**config.mk**
```make
export PLATFORM = sky130hd
export DESIGN_NAME = gate_matrix_loader
export DESIGN_NICKNAME = d
export VERILOG_FILES = /design/src/rtl/gate_matrix_pkg.sv /design/src/rtl/gate_matrix_adjoint.sv /design/src/rtl/gate_matrix_loader.sv
export SDC_FILE = /design/constraint.sdc
export NUM_CORES = 1
export LEC_CHECK = 0
export CORE_AREA = 5 5 120 122
export DETAILED_ROUTE_END_ITERATION = 10
export DIE_AREA = 0 0 125 127
export MAX_ROUTING_LAYER = met4
export PLACE_DENSITY = 0.81
export SLEW_MARGIN = 20
export SYNTH_ARGS = -nofsm -noshare
export SYNTH_HDL_FRONTEND = slang
export SYNTH_SLANG_ARGS = --single-unit
```
**constraint.sdc**
```tcl
create_clock -name clk -period 5.4 [get_ports clk]
set_clock_uncertainty 0.15 [all_clocks]
set_input_delay 0.54 -clock clk [delete_from_list [all_inputs] [get_ports clk]]
set_output_delay 0.54 -clock clk [all_outputs]
set_load 0.005 [all_outputs]
```
**src/rtl/gate_matrix_pkg.sv**
```systemverilog
// Shared types and helpers for the gate-matrix loader: element indexing,
// adjoint index mapping and saturating negation.
package gate_matrix_pkg;

  localparam int unsigned NUM_ELEMS     = 8;
  localparam int unsigned ELEM_W        = 3;
  localparam int unsigned ELEM_ROW_BIT  = 2;
  localparam int unsigned ELEM_COL_BIT  = 1;
  localparam int unsigned ELEM_IMAG_BIT = 0;
  localparam int unsigned MAX_DATA_W    = 64;

  typedef enum logic [1:0] {
    StIdle,
    StLoad,
    StHit
  } state_e;

  function automatic logic [ELEM_W-1:0] elem_index(input logic row, input logic col,
                                                  input logic imag);
    logic [ELEM_W-1:0] e;
    e                = '0;
    e[ELEM_ROW_BIT]  = row;
    e[ELEM_COL_BIT]  = col;
    e[ELEM_IMAG_BIT] = imag;
    return e;
  endfunction

  function automatic logic [ELEM_W-1:0] adjoint_index(input logic [ELEM_W-1:0] e);
    return elem_index(e[ELEM_COL_BIT], e[ELEM_ROW_BIT], e[ELEM_IMAG_BIT]);
  endfunction

  // x carries a data_w-bit two's-complement value in its low bits.
  function automatic logic [MAX_DATA_W-1:0] sat_neg(input logic [MAX_DATA_W-1:0] x,
                                                   input int unsigned data_w);
    logic [MAX_DATA_W-1:0] one;
    logic [MAX_DATA_W-1:0] mask;
    logic [MAX_DATA_W-1:0] min_v;
    one   = MAX_DATA_W'(1);
    mask  = (one << data_w) - one;
    min_v = one << (data_w - 1);
    if ((x & mask) == min_v) begin
      return min_v - one;
    end
    return (~x + one) & mask;
  endfunction

endpackage

```
**src/rtl/gate_matrix_adjoint.sv**
```systemverilog
// Per-lane capture mapping: routes a ROM component to its destination element,
// applying the conjugate transpose when requested.
module gate_matrix_adjoint
  import gate_matrix_pkg::*;
#(
  parameter int unsigned DATA_W = 19
) (
  input  logic [ELEM_W-1:0] i_cap_idx,
  input  logic              i_adjoint,
  input  logic [DATA_W-1:0] i_cap_val,
  output logic [ELEM_W-1:0] o_dst_idx,
  output logic [DATA_W-1:0] o_dst_val
);

  always_comb begin
    o_dst_idx = i_cap_idx;
    o_dst_val = i_cap_val;
    if (i_adjoint) begin
      o_dst_idx = adjoint_index(i_cap_idx);
      if (i_cap_idx[ELEM_IMAG_BIT]) begin
        o_dst_val = DATA_W'(sat_neg(MAX_DATA_W'(i_cap_val), DATA_W));
      end
    end
  end

endmodule

```
**src/rtl/gate_matrix_loader.sv**
```systemverilog
// Fetches one 2x2 complex gate matrix from a synchronous ROM, LANES components
// per word, optionally as its adjoint. GATE_MATRIX_CACHE_EN adds a one-entry tag cache.
module gate_matrix_loader
  import gate_matrix_pkg::*;
#(
  parameter int unsigned DATA_W = 19,
  parameter int unsigned GATE_W = 5,
  parameter int unsigned LANES  = 1,
  localparam int unsigned WORDS  = 8 / LANES,
  localparam int unsigned WIDX_W = (WORDS > 1) ? $clog2(WORDS) : 1,
  localparam int unsigned ADDR_W = GATE_W + WIDX_W
) (
  input  logic                          clk,
  input  logic                          reset,
  input  logic                          req_valid,
  input  logic [GATE_W-1:0]             req_gate,
  input  logic                          req_adjoint,
  output logic                          req_ready,
  output logic                          rom_en,
  output logic [ADDR_W-1:0]             rom_addr,
  input  logic [LANES*DATA_W-1:0]       rom_q,
  input  logic                          cache_flush,
  output logic [NUM_ELEMS*DATA_W-1:0]   mat,
  output logic                          mat_valid,
  output logic                          done_pulse
);

  state_e                        r_state;
  state_e                        w_state_next;
  logic                          r_adj;
  logic                          r_rom_en;
  logic [ADDR_W-1:0]             r_rom_addr;
  logic                          r_rd_valid;
  logic [WIDX_W-1:0]             r_rd_widx;
  logic [NUM_ELEMS*DATA_W-1:0]   r_mat;
  logic                          r_mat_valid;
  logic                          r_done;

  logic                          w_accept;
  logic                          w_hit;
  logic                          w_last_cap;
  logic [ELEM_W-1:0]             w_cap_idx [LANES];
  logic [DATA_W-1:0]             w_cap_val [LANES];
  logic [ELEM_W-1:0]             w_dst_idx [LANES];
  logic [DATA_W-1:0]             w_dst_val [LANES];

  assign w_accept   = req_valid && (r_state == StIdle);
  assign w_last_cap = r_rd_valid && (r_rd_widx == WIDX_W'(WORDS - 1));

  for (genvar l = 0; l < LANES; l++) begin : g_lane
    assign w_cap_idx[l] = ELEM_W'(r_rd_widx * LANES + l);
    assign w_cap_val[l] = rom_q[l*DATA_W +: DATA_W];

    gate_matrix_adjoint #(
      .DATA_W (DATA_W)
    ) u_adjoint (
      .i_cap_idx (w_cap_idx[l]),
      .i_adjoint (r_adj),
      .i_cap_val (w_cap_val[l]),
      .o_dst_idx (w_dst_idx[l]),
      .o_dst_val (w_dst_val[l])
    );
  end

`ifdef GATE_MATRIX_CACHE_EN
  logic [GATE_W-1:0] r_tag_gate;
  logic              r_tag_adj;
  logic              r_tag_valid;

  // Flush takes priority over a tag write landing on the same edge.
  always_ff @(posedge clk) begin
    if (reset) begin
      r_tag_valid <= 1'b0;
      r_tag_gate  <= '0;
      r_tag_adj   <= 1'b0;
    end else if (cache_flush) begin
      r_tag_valid <= 1'b0;
    end else if (w_last_cap) begin
      r_tag_valid <= 1'b1;
      r_tag_gate  <= r_rom_addr[ADDR_W-1:WIDX_W];
      r_tag_adj   <= r_adj;
    end
  end

  assign w_hit = w_accept && r_tag_valid && r_mat_valid && !cache_flush &&
                 (r_tag_gate == req_gate) && (r_tag_adj == req_adjoint);
`else
  logic w_unused_flush;
  assign w_unused_flush = cache_flush;
  assign w_hit          = 1'b0;
`endif

  always_ff @(posedge clk) begin
    if (reset) begin
      r_state <= StIdle;
    end else begin
      r_state <= w_state_next;
    end
  end

  always_comb begin
    w_state_next = r_state;
    unique case (r_state)
      StIdle:  if (w_accept) w_state_next = w_hit ? StHit : StLoad;
      StLoad:  if (w_last_cap) w_state_next = StIdle;
      StHit:   w_state_next = StIdle;
      default: w_state_next = StIdle;
    endcase
  end

  always_ff @(posedge clk) begin
    if (reset) begin
      r_adj       <= 1'b0;
      r_rom_en    <= 1'b0;
      r_rom_addr  <= '0;
      r_rd_valid  <= 1'b0;
      r_rd_widx   <= '0;
      r_mat       <= '0;
      r_mat_valid <= 1'b0;
      r_done      <= 1'b0;
    end else begin
      r_done     <= 1'b0;
      // ROM data for the word issued last cycle is on rom_q one cycle later.
      r_rd_valid <= r_rom_en;
      r_rd_widx  <= r_rom_addr[WIDX_W-1:0];

      if (w_accept && !w_hit) begin
        r_adj       <= req_adjoint;
        r_mat_valid <= 1'b0;
        r_rom_en    <= 1'b1;
        r_rom_addr  <= {req_gate, {WIDX_W{1'b0}}};
      end else if (r_rom_en) begin
        if (r_rom_addr[WIDX_W-1:0] == WIDX_W'(WORDS - 1)) begin
          r_rom_en <= 1'b0;
        end else begin
          r_rom_addr[WIDX_W-1:0] <= r_rom_addr[WIDX_W-1:0] + 1'b1;
        end
      end

      if (r_rd_valid) begin
        for (int l = 0; l < LANES; l++) begin
          r_mat[w_dst_idx[l]*DATA_W +: DATA_W] <= w_dst_val[l];
        end
      end

      if (w_last_cap) begin
        r_mat_valid <= 1'b1;
        r_done      <= 1'b1;
      end
      if (r_state == StHit) begin
        r_done <= 1'b1;
      end
    end
  end

  assign req_ready  = (r_state == StIdle);
  assign rom_en     = r_rom_en;
  assign rom_addr   = r_rom_addr;
  assign mat        = r_mat;
  assign mat_valid  = r_mat_valid;
  assign done_pulse = r_done;

endmodule

```
==> summary.txt, run 1 <==
Drt
  • Initial drt markers: 434
  • Post-route DRC: 0
  • Vias after detailed routing: between 6000 and 7000
  • TritonRoute pass-1 iters: 7
  • DR vias/cell: 5.523
  • Antenna Violating Nets Remaining: 0
  • Wirelength, routed: between 15000 and 20000 um
  • Wire per inst: 18.07 um

Power
  • Power per cell area: 287.5 mW/mm^2
  • Worst vdd ir: 190.2 uV
  • Leak: between 0.003 and 0.004 uW

Setup path
  • CP max FO: 14
  • Critical path class: input port to register
  • Crit path launch type: input port
  • Worst reg2reg path endpoint: mat[89]
  • CP max stage cell: o31ai_2
  • Worst setup EP type: register
  • Crit path largest cell delay: between 1 and 1.5 ns
  • R2r setup slk: 2.18 ns
  • Sequence of cells on the critical path: clkdlybuf4s50_1, inv_1, ha_1, nor4b_2, nand3_1, o31ai_2, a211oi_1
  • Critical Path RT: 5.49 ns
  • CP arrival: 3.99 ns
  • Worst r2r src: r_rd_widx[0]
  • Register-to-Register Path Depth: 6

Synthesis
  • Post-synthesis xor/xnor area fraction: 1.325%
  • Post-Synthesis Cells: 749
  • Post-synth EDFFs: 0
  • Compound-Gate Fraction of Synth Area: 18.99%
  • Synth Flop Type: dfxtp_1
  • Post-Synth Adder-Cell Area: 0.7571%
  • Seq/Total Area, Yosys: 51.18%
  • Post-synthesis register bit count: 169
  • Synth Cell Area: 0.006610 mm^2
  • Warnings, synthesis: 0
  • Avg Synthesized Cell Area: 8.825 um^2
  • Post-synthesis async set-or-reset flop share: 0%
  • Synth top area share: 51.18%
  • Synthesized Nets: 782
  • Synth top area cells: dfxtp_1 (51%), nor2_1 (10%), a211oi_1 (10%), nand2_1 (2.7%), nor3_1 (2.3%)
  • Multiplexer share of the synthesized area: 1.382%
  • Most frequent cell after synthesis: nor2_1
  • Synth Area in Simple Gates: 22.62%
  • Post-synth cell types: 60
  • Main combinational cell family by area after synthesis: simple AND/OR/NAND/NOR gates
  • Commonest cells in the netlist: nor2_1 (179), dfxtp_1 (169), a211oi_1 (88)
  • Cell taking the most area after synthesis: dfxtp_1

CTS
  • Clock Tree Root: clkbuf_16
  • Clk buf depth: 2
  • Post-CTS resize count: 0
  • Clock slew at reported path FFs: 0.06 ns
  • Worst-Skew Late Latency: roughly 0.42 ns
  • CTS buffer count: 17
  • CTS tree: built
  • Cts hold-fix bufs: 0
  • Setup bufs post-CTS: 0
  • Clk sinks: roughly 170
  • CTS H-tree lvls: 4

Place
  • Port bufs: 191
  • DPL Wire Length: 14130 um
  • RePlAce Congestion: roughly 0.95

GRT
  • Antenna violations before repair: 0
  • Vias in the first global route: 5750
  • First-pass GRT wire length: 30950 um
  • GR Overflow Total: 0
  • GRT Util Overall: 25.30%
  • Largest net degree at the start of global routing: 88

Timing
  • Pins Over Slew Limit: 0
  • Worst Tran Pin Value: 1.231 ns
  • Setup TNS: 0 ns
  • Final setup violation count: 0
  • Final hold vios: 0
  • RSZ-0062 raised after global routing: false
  • Min cycle time layout: 3.900 ns
  • Fmax: 0.2564 GHz
  • Final worst path period share: between 70 and 80%
  • Slew headroom: between 10% and 20%
  • Hold_ws: 0.3033 ns

Min path
  • Hold Path Depth: 2
  • Worst hold path startpoint: rom_addr[4]
  • Class of the worst hold path: register to register
  • WHS Endpoint: rom_addr[4]

Floorplanning
  • Die height: 127 um
  • Die W: 125 um
  • Core ar.: 0.01309 mm^2
  • IO Count: between 150 and 200
  • Initial core utilization: 50.52%
  • Die footprint: around 0.016 mm^2
  • Row count: 42

Final layout
  • Antenna cells: 0
  • Layout cells sized above 1: 7.235%
  • Fin nets: 946
  • Layout area overhead: 38.90%

Run status
  • Status: complete, no violations

Job
  • Max Cap Violations: 0
-- cell type report --
class,instances,area [um^2]
Clock buffer,21,460.4
Clock inverter,11,121.4
Fill cell,1039,3904
Inverter,6,22.52
Multi-Input combinational cell,520,3007
Sequential cell,169,3383
Tap cell,176,220.2
Timing Repair Buffer,199,1967
-- cell usage in the layout (no fill, tap or decap), types with 6 or more instances in the layout --
| master | count |
|---|---|
| clkdlybuf4s50_1 | 190 |
| nor2_1 | 177 |
| dfxtp_1 | 169 |
| a211oi_1 | 88 |
| nand2_1 | 47 |
| nor3_1 | 30 |
| o21ai_0 | 25 |
| a21oi_1 | 20 |
| clkbuf_16 | 17 |
| nand3b_1 | 15 |
| o22ai_1 | 9 |
| xnor2_1 | 8 |
| a32o_1 | 8 |
| buf_4 | 8 |
| inv_1 | 6 |
| nor2b_1 | 6 |
-- state kept, by name, indices dropped and copies added, names as in the netlist --
register,count
r_adj,1
r_rd_valid,1
done_pulse,1
rom_addr,8
r_rd_widx,3
mat_valid,1
rom_en,1
mat,152
r_state,1
-- through the flow --
stage,power [uW],worst slack [ns],cell area (um^2),util [%],instances
after floorplan,1391,2.862,6610,-,749
after global placement,1478,1.303,8587,65.62,1069
after detailed placement,1481,1.233,8587,65.62,1069
after CTS,2659,1.638,9169,70.07,1101
after global routing,2726,1.374,9181,70.17,1102
final,2640,1.500,9181,70.17,1102
-- metal layers --
metal / global-route usage (%) / part of all wire [%] / vias up / wire length [um]
met5: - / 0 / - / 0
met4: 9.184 / 2.7 / 0 / 537
met3: 8.389 / 8.9 / 28 / 1766
met2: 39.83 / 47 / 221 / 9344
met1: 30.55 / 41 / 2838 / 8259
li1: - / - / 2999 / -
-- how the worst max path moves through the flow --
| stage | depth (start not counted) | from | to | slack [ns] |
|---|---|---|---|---|
| after floorplan | 10 | r_rd_widx[0] | mat[10] | 2.86 |
| after global placement | 7 | rom_q[0] | mat[126] | 1.30 |
| after detailed placement | 7 | rom_q[0] | mat[126] | 1.23 |
| after CTS | 7 | rom_q[0] | mat[126] | 1.64 |
| after global routing | 7 | rom_q[0] | mat[31] | 1.37 |
| final | 7 | rom_q[0] | mat[31] | 1.50 |
-- worst max-delay path, delay by kind of cell --
| kind | cells | cell delay (ns) |
|---|---|---|
| simple gates | 2 | 1.27 |
| compound gates | 2 | 1.24 |
| fa+ha+maj | 1 | 0.24 |
| buf+inv | 2 | 0.69 |
-- report_power, final --
group | switching (uW) | internal, uW | total (uW) | leakage [uW]
clock network | 481 | 704 | 1180 | 0.000271
logic | 105 | 73.8 | 179 | 0.00143
registers | 12.9 | 1260 | 1280 | 0.00136
-- cells by family after synthesis --
kind of cell / count (synthesis)
compound gates: 176
xor+xnor: 10
fa+ha+maj: 4
buf+inv: 60
flops: 169
mux: 9
simple gates: 321
(Power assumes the default switching activity.)
==> run 2, diff against run 1 <==
- CORE_AREA: 5 5 120 122 -> 5 5 130 132
- DIE_AREA: 0 0 125 127 -> 0 0 135 137
- PLACE_DENSITY: 0.81 -> 0.73
- clock period: 5.4 -> 3.15 ns (I/O delays scaled with it)
==> summary.txt, run 2 (synthesis gave the netlist of run 1 again) <==
Floorplanning
  • Die height: 137 um
  • Row count: between 40 and 50
  • Initial core utilization: 42.38%
  • Die W: 135 um
  • IO Count: 193
  • Core ar.: 0.01560 mm^2
  • Die footprint: about 0.018 mm^2

Drt
  • Antenna Violating Nets Remaining: 0
  • Vias after detailed routing: 6198
  • Post-route DRC: 0
  • Initial drt markers: 394
  • Wire per inst: 17.21 um
  • DR vias/cell: between 5 and 6
  • TritonRoute pass-1 iters: 5
  • Wirelength, routed: 20300 um

Final layout
  • Layout area overhead: 43.82%
  • Footprint of the multi-input gates: 0.002999 mm^2
  • Reg area: 0.003383 mm^2
  • Most frequent cells in the layout: clkdlybuf4s50_1 (190), nor2_1 (177), dfxtp_1 (169), a211oi_1 (88), nand2_1 (47)
  • Layout cells sized above 1: 10.89%
  • Fin nets: 984
  • Commonest non-fill, non-tap cell in the layout: clkdlybuf4s50_1
  • Fillers: about 1400
  • Antenna cells: 0
  • Max reg flops: between 150 and 200

Setup path
  • Register-to-Register Path Depth: 8
  • Crit path largest cell delay: approximately 0.84 ns
  • Critical Path RT: 3.25 ns
  • Worst r2r src: r_adj
  • R2r setup slk: 0.50 ns
  • Worst setup EP type: register
  • Sequence of cells on the critical path: clkdlybuf4s50_1, or3_1, o41ai_1, o22ai_1, a21oi_1, a211oi_1
  • Critical path class: input port to register
  • Worst path bufs/invs: 1
  • CP max stage cell: a21oi_1
  • Crit-path leading delay family: compound AO/OA/AOI/OAI gates
  • CP max FO: 8
  • Crit path launch type: input port
  • CP arrival: 2.80 ns
  • Worst reg2reg path endpoint: mat[9]

CTS
  • Setup bufs post-CTS: 0
  • Worst-Skew Late Latency: 0.43 ns
  • Post-CTS resize count: 0
  • Clock Tree Root: clkbuf_16
  • Clock slew at reported path FFs: 0.07 ns
  • Cts hold-fix bufs: 0
  • CTS H-tree lvls: 4
  • Clk buf depth: 2
  • Clk sinks: 169
  • CTS buffer count: 17
  • CTS tree: built

Place
  • RePlAce Congestion: 0.8668
  • DPL Wire Length: roughly 15000 um
  • Port bufs: 191

Timing
  • Hold_ws: 0.1427 ns
  • Final setup violation count: 0
  • Min cycle time layout: between 2 and 3 ns
  • RSZ-0062 raised after global routing: false
  • Setup TNS: 0 ns
  • Worst Tran Pin Value: 1.078 ns
  • Slew headroom: between 20% and 30%
  • Pins Over Slew Limit: 0
  • Final worst path period share: 85.73%
  • Final hold vios: 0
  • Fmax: 0.3703 GHz

GRT
  • First-pass GRT wire length: ~31000 um
  • GR Overflow Total: 0
  • Largest net degree at the start of global routing: 81
  • GRT Util Overall: roughly 22%
  • Vias in the first global route: about 5700
  • Antenna violations before repair: 0

Job
  • Max Cap Violations: 0

Min path
  • Hold Path Depth: 2
  • Class of the worst hold path: input port to register
  • WHS Endpoint: rom_en
  • Worst hold path startpoint: reset

Power
  • Leak: 0.003264 uW
  • Worst vdd ir: approximately 350 uV
  • Power Total: between 4000 and 5000 uW
  • Power per cell area: around 480 mW/mm^2

Run status
  • Status: complete, no violations
==> run 2: changes by cell type in the layout (fill, tap and decap cells not counted), moves of 2 or more <==
cell,previous run,this run
buf_4,8,46
clkbuf_8,2,0
clkinvlp_4,5,1
clkbuf_1,2,0
and3_2,2,0
and3_1,1,3
inv_6,1,7
==> run 2: per-layer routing <==
metal	global-route usage (%)	part of all wire, %
met5	-	0
met3	6.691	8.0
met2	34.27	46
met4	8.343	2.4
met1	28.41	43
==> run 2: final cells by class <==
class	instances	share of cell area [%]
tap	216	2.843
multi-input combinational	520	31.55
timing repair buffer	237	23.85
sequential	169	35.59
inverter	6	0.2369
clock buffer	17	4.475
clock inverter	15	1.461
==> run 2: worst max path at each step <==
stage	endpoint	cells past startpoint	startpoint	slack, ns
floorplan	mat[10]	10	r_rd_widx[0]	0.61
global placement	mat[104]	6	rom_q[7]	0.12
detailed placement	mat[66]	6	rom_q[7]	0.08
CTS	mat[9]	6	rom_q[7]	0.50
global route	mat[87]	8	r_adj	0.29
finish	mat[9]	6	rom_q[7]	0.45
==> run 2: power by group <==
part | switching, uW | internal, uW | total, uW | leakage [uW]
sequential | 18.7 | 2160 | 2180 | 0.00136
combinational | 191 | 154 | 345 | 0.00162
clock | 906 | 1110 | 2010 | 0.000281
==> run 2: through the flow <==
| stage | instances | instance area [um^2] | setup slack [ns] | util, % |
|---|---|---|---|---|
| after floorplan | 749 | 6610 | 0.6124 | - |
| after global placement | 1148 | 8942 | 0.1170 | 57.33 |
| after detailed placement | 1148 | 8942 | 0.07794 | 57.33 |
| after CTS | 1180 | 9507 | 0.5050 | 60.95 |
| after global routing | 1180 | 9507 | 0.2852 | 60.95 |
| final | 1180 | 9507 | 0.4496 | 60.95 |
==> run 3, diff against run 2 <==
- CORE_AREA: 5 5 130 132 -> 5 5 137 139
- CTS_CLUSTER_DIAMETER: not set -> 30
- DIE_AREA: 0 0 135 137 -> 0 0 142 144
- PLACE_DENSITY: 0.73 -> 0.72
- SYNTH_HIERARCHICAL: not set -> 1
==> summary.txt, run 3 <==
Run status
  • Status: complete, no violations

Synthesis
  • Post-Synth Adder-Cell Area: 0.9968%
  • Post-synthesis async set-or-reset flop share: 0%
  • Most frequent cell after synthesis: dfxtp_1
  • Commonest cells in the netlist: dfxtp_1 (169), a21oi_1 (110), o21ai_0 (92)
  • Warnings, synthesis: 6
  • Post-synth cell types: 49
  • Synth Area in Simple Gates: between 20% and 30%
  • Synthesized Nets: 893
  • Post-Synthesis Cells: 858
  • Post-synth EDFFs: 0
  • Seq/Total Area, Yosys: 44.92%
  • Synth top area cells: dfxtp_1 (45%), mux2i_1 (8.0%), a21oi_1 (7.3%), nand2b_1 (6.4%), o21ai_0 (6.1%)
  • Compound-Gate Fraction of Synth Area: 16.93%
  • Main combinational cell family by area after synthesis: simple AND/OR/NAND/NOR gates
  • Synth Cell Area: around 0.0075 mm^2
  • Synth Flop Type: dfxtp_1
  • Multiplexer share of the synthesized area: under 10%
  • Avg Synthesized Cell Area: 8.777 um^2
  • Cell taking the most area after synthesis: dfxtp_1
  • Post-synthesis xor/xnor area fraction: less than 1%
  • Synth top area share: 44.92%
  • Post-synthesis register bit count: 169

CTS
  • CTS tree: built
  • CTS buffer count: 17
  • Cts hold-fix bufs: 0
  • Clock slew at reported path FFs: ~0.070 ns
  • Clk buf depth: 2
  • Setup bufs post-CTS: 0
  • CTS H-tree lvls: 4
  • Clock Tree Root: clkbuf_16
  • Post-CTS resize count: 0
  • Clk sinks: 169
  • Worst-Skew Late Latency: 0.43 ns

Final layout
  • Fillers: 1604
  • Antenna cells: 0
  • Most frequent cells in the layout: clkdlybuf4s50_1 (190), dfxtp_1 (169), a21oi_1 (110), o21ai_0 (92), nand2b_1 (77)
  • Layout cells sized above 1: 10.17%
  • Layout area overhead: 37.96%
  • Fin nets: around 1100
  • Commonest non-fill, non-tap cell in the layout: clkdlybuf4s50_1
  • Core Util, Final: between 50% and 60%
  • Max reg flops: 152

GRT
  • GRT Util Overall: 23.64%
  • First-pass GRT wire length: 36880 um
  • Antenna violations before repair: 0
  • Vias in the first global route: 6603
  • Largest net degree at the start of global routing: 77
  • GR Overflow Total: 0

Setup path
  • Sequence of cells on the critical path: mux2_2, inv_1, ha_1, buf_4, or3b_1, o21ai_0, a21oi_1
  • CP arrival: 2.87 ns
  • Worst r2r src: r_adj
  • Critical path class: register to register
  • Critical Path RT: approximately 3.3 ns
  • Crit path largest cell delay: 0.63 ns
  • Worst reg2reg path endpoint: mat[4]
  • R2r setup slk: 0.45 ns
  • Worst setup EP type: register
  • Crit path launch type: register
  • Stages on the worst setup path: 7
  • Worst path bufs/invs: 2
  • Register-to-Register Path Depth: 7
  • CP max stage cell: or3b_1
  • CP max FO: 19
  • Crit-path leading delay family: simple AND/OR/NAND/NOR gates

Timing
  • Final worst path period share: between 80% and 90%
  • Setup TNS: 0 ns
  • Min cycle time layout: 2.704 ns
  • Final setup violation count: 0
  • Final hold vios: 0
  • Worst Tran Pin Value: between 1 and 1.5 ns
  • Pins Over Slew Limit: 0
  • Fmax: 0.3698 GHz
  • Slew headroom: 31.38%
  • RSZ-0062 raised after global routing: false

Min path
  • Hold Path Depth: 2
  • WHS Endpoint: mat[69]
  • Worst hold path startpoint: reset
  • Class of the worst hold path: input port to register

Drt
  • Wirelength, routed: 23830 um
  • TritonRoute pass-1 iters: 5
  • DR vias/cell: ~5.5
  • Antenna Violating Nets Remaining: 0
  • Initial drt markers: 680
  • Post-route DRC: 0
  • Vias after detailed routing: about 7100
  • Wire per inst: roughly 19 um

Power
  • Worst vdd ir: 405.5 uV
  • Leak: 0.003835 uW
  • Power per cell area: 451.0 mW/mm^2

Place
  • DPL Wire Length: 16380 um
  • RePlAce Congestion: 0.8036
  • Port bufs: 191

Job
  • Max Cap Violations: 0

Floorplanning
  • Row count: 49
  • Die height: 144 um
  • Core ar.: 0.01753 mm^2
  • Die footprint: around 0.020 mm^2
  • Die W: roughly 140 um
  • Initial core utilization: 42.95%
  • IO Count: 193
-- run 3: cell count changes in the layout (fill, tap and decap cells not counted), moves of 54 or more --
cell      delta
nand3_1     +54
mux2i_1     +56
nor2_1     -159
nand2b_1    +76
a21oi_1     +90
o21ai_0     +67
a211oi_1    -82
-- run 3: worst max path at each step --
stage / start / to / slack (ns)
2_1_floorplan: rom_q[4] / mat[29] / 0.66
3_3_place_gp: rom_q[4] / mat[29] / 0.15
3_5_place_dp: rom_q[1] / mat[105] / 0.13
4_1_cts: r_adj / mat[4] / 0.44
5_1_grt: r_adj / mat[4] / 0.30
6_report: r_adj / mat[4] / 0.45
-- run 3: report_power, final --
group	total (uW)	internal [uW]	switching, uW
clock	2130	1210	920
combinational	386	160	226
sequential	2170	2160	14.6
-- run 3: area by class of cell --
cell class                 instances  area (um^2)  area share [%]
clock buffer                      18        439.2           4.227
timing repair buffer             247         2380           22.90
clock inverter                    14        161.4           1.553
sequential                       169         3383           32.56
multi-input combinational        596         3710           35.71
inverter                           8        30.03          0.2890
tap                              229        286.5           2.758
-- run 3: metal layers --
layer | up-vias | GRT usage (%) | wire length, um
met3 | 36 | 4.894 | 1558
met1 | 3353 | 30.37 | 10400
met5 | - | - | 0
met2 | 256 | 37.09 | 11260
met4 | 0 | 8.384 | 608
li1 | 3438 | - | -
-- run 3: cells by family (layout without fill, tap and decap cells) --
group / Yosys count / count (layout)
XOR/XNOR: 3 / 3
AO/OA/AOI/OAI: 239 / 239
buffers and inverters: 93 / 287
AND/OR/NAND/NOR: 286 / 286
multiplexers: 62 / 62
flip-flops: 169 / 169
adder cells (fa/ha/maj): 6 / 6
-- run 3: stage by stage --
step                worst slack, ns  std cells  total power (uW)  hold slack, ns  instance area, um^2
finish                       0.4459       1281              4686          0.2189                10390
global route                 0.2995       1281              4837          0.2399                10390
CTS                          0.4418       1281              4722          0.1985                10390
detailed placement           0.1286       1249              2602          0.2957                 9789
global placement             0.1528       1249              2598          0.2903                 9789
floorplan                    0.6642        858              2407          0.3010                 7531
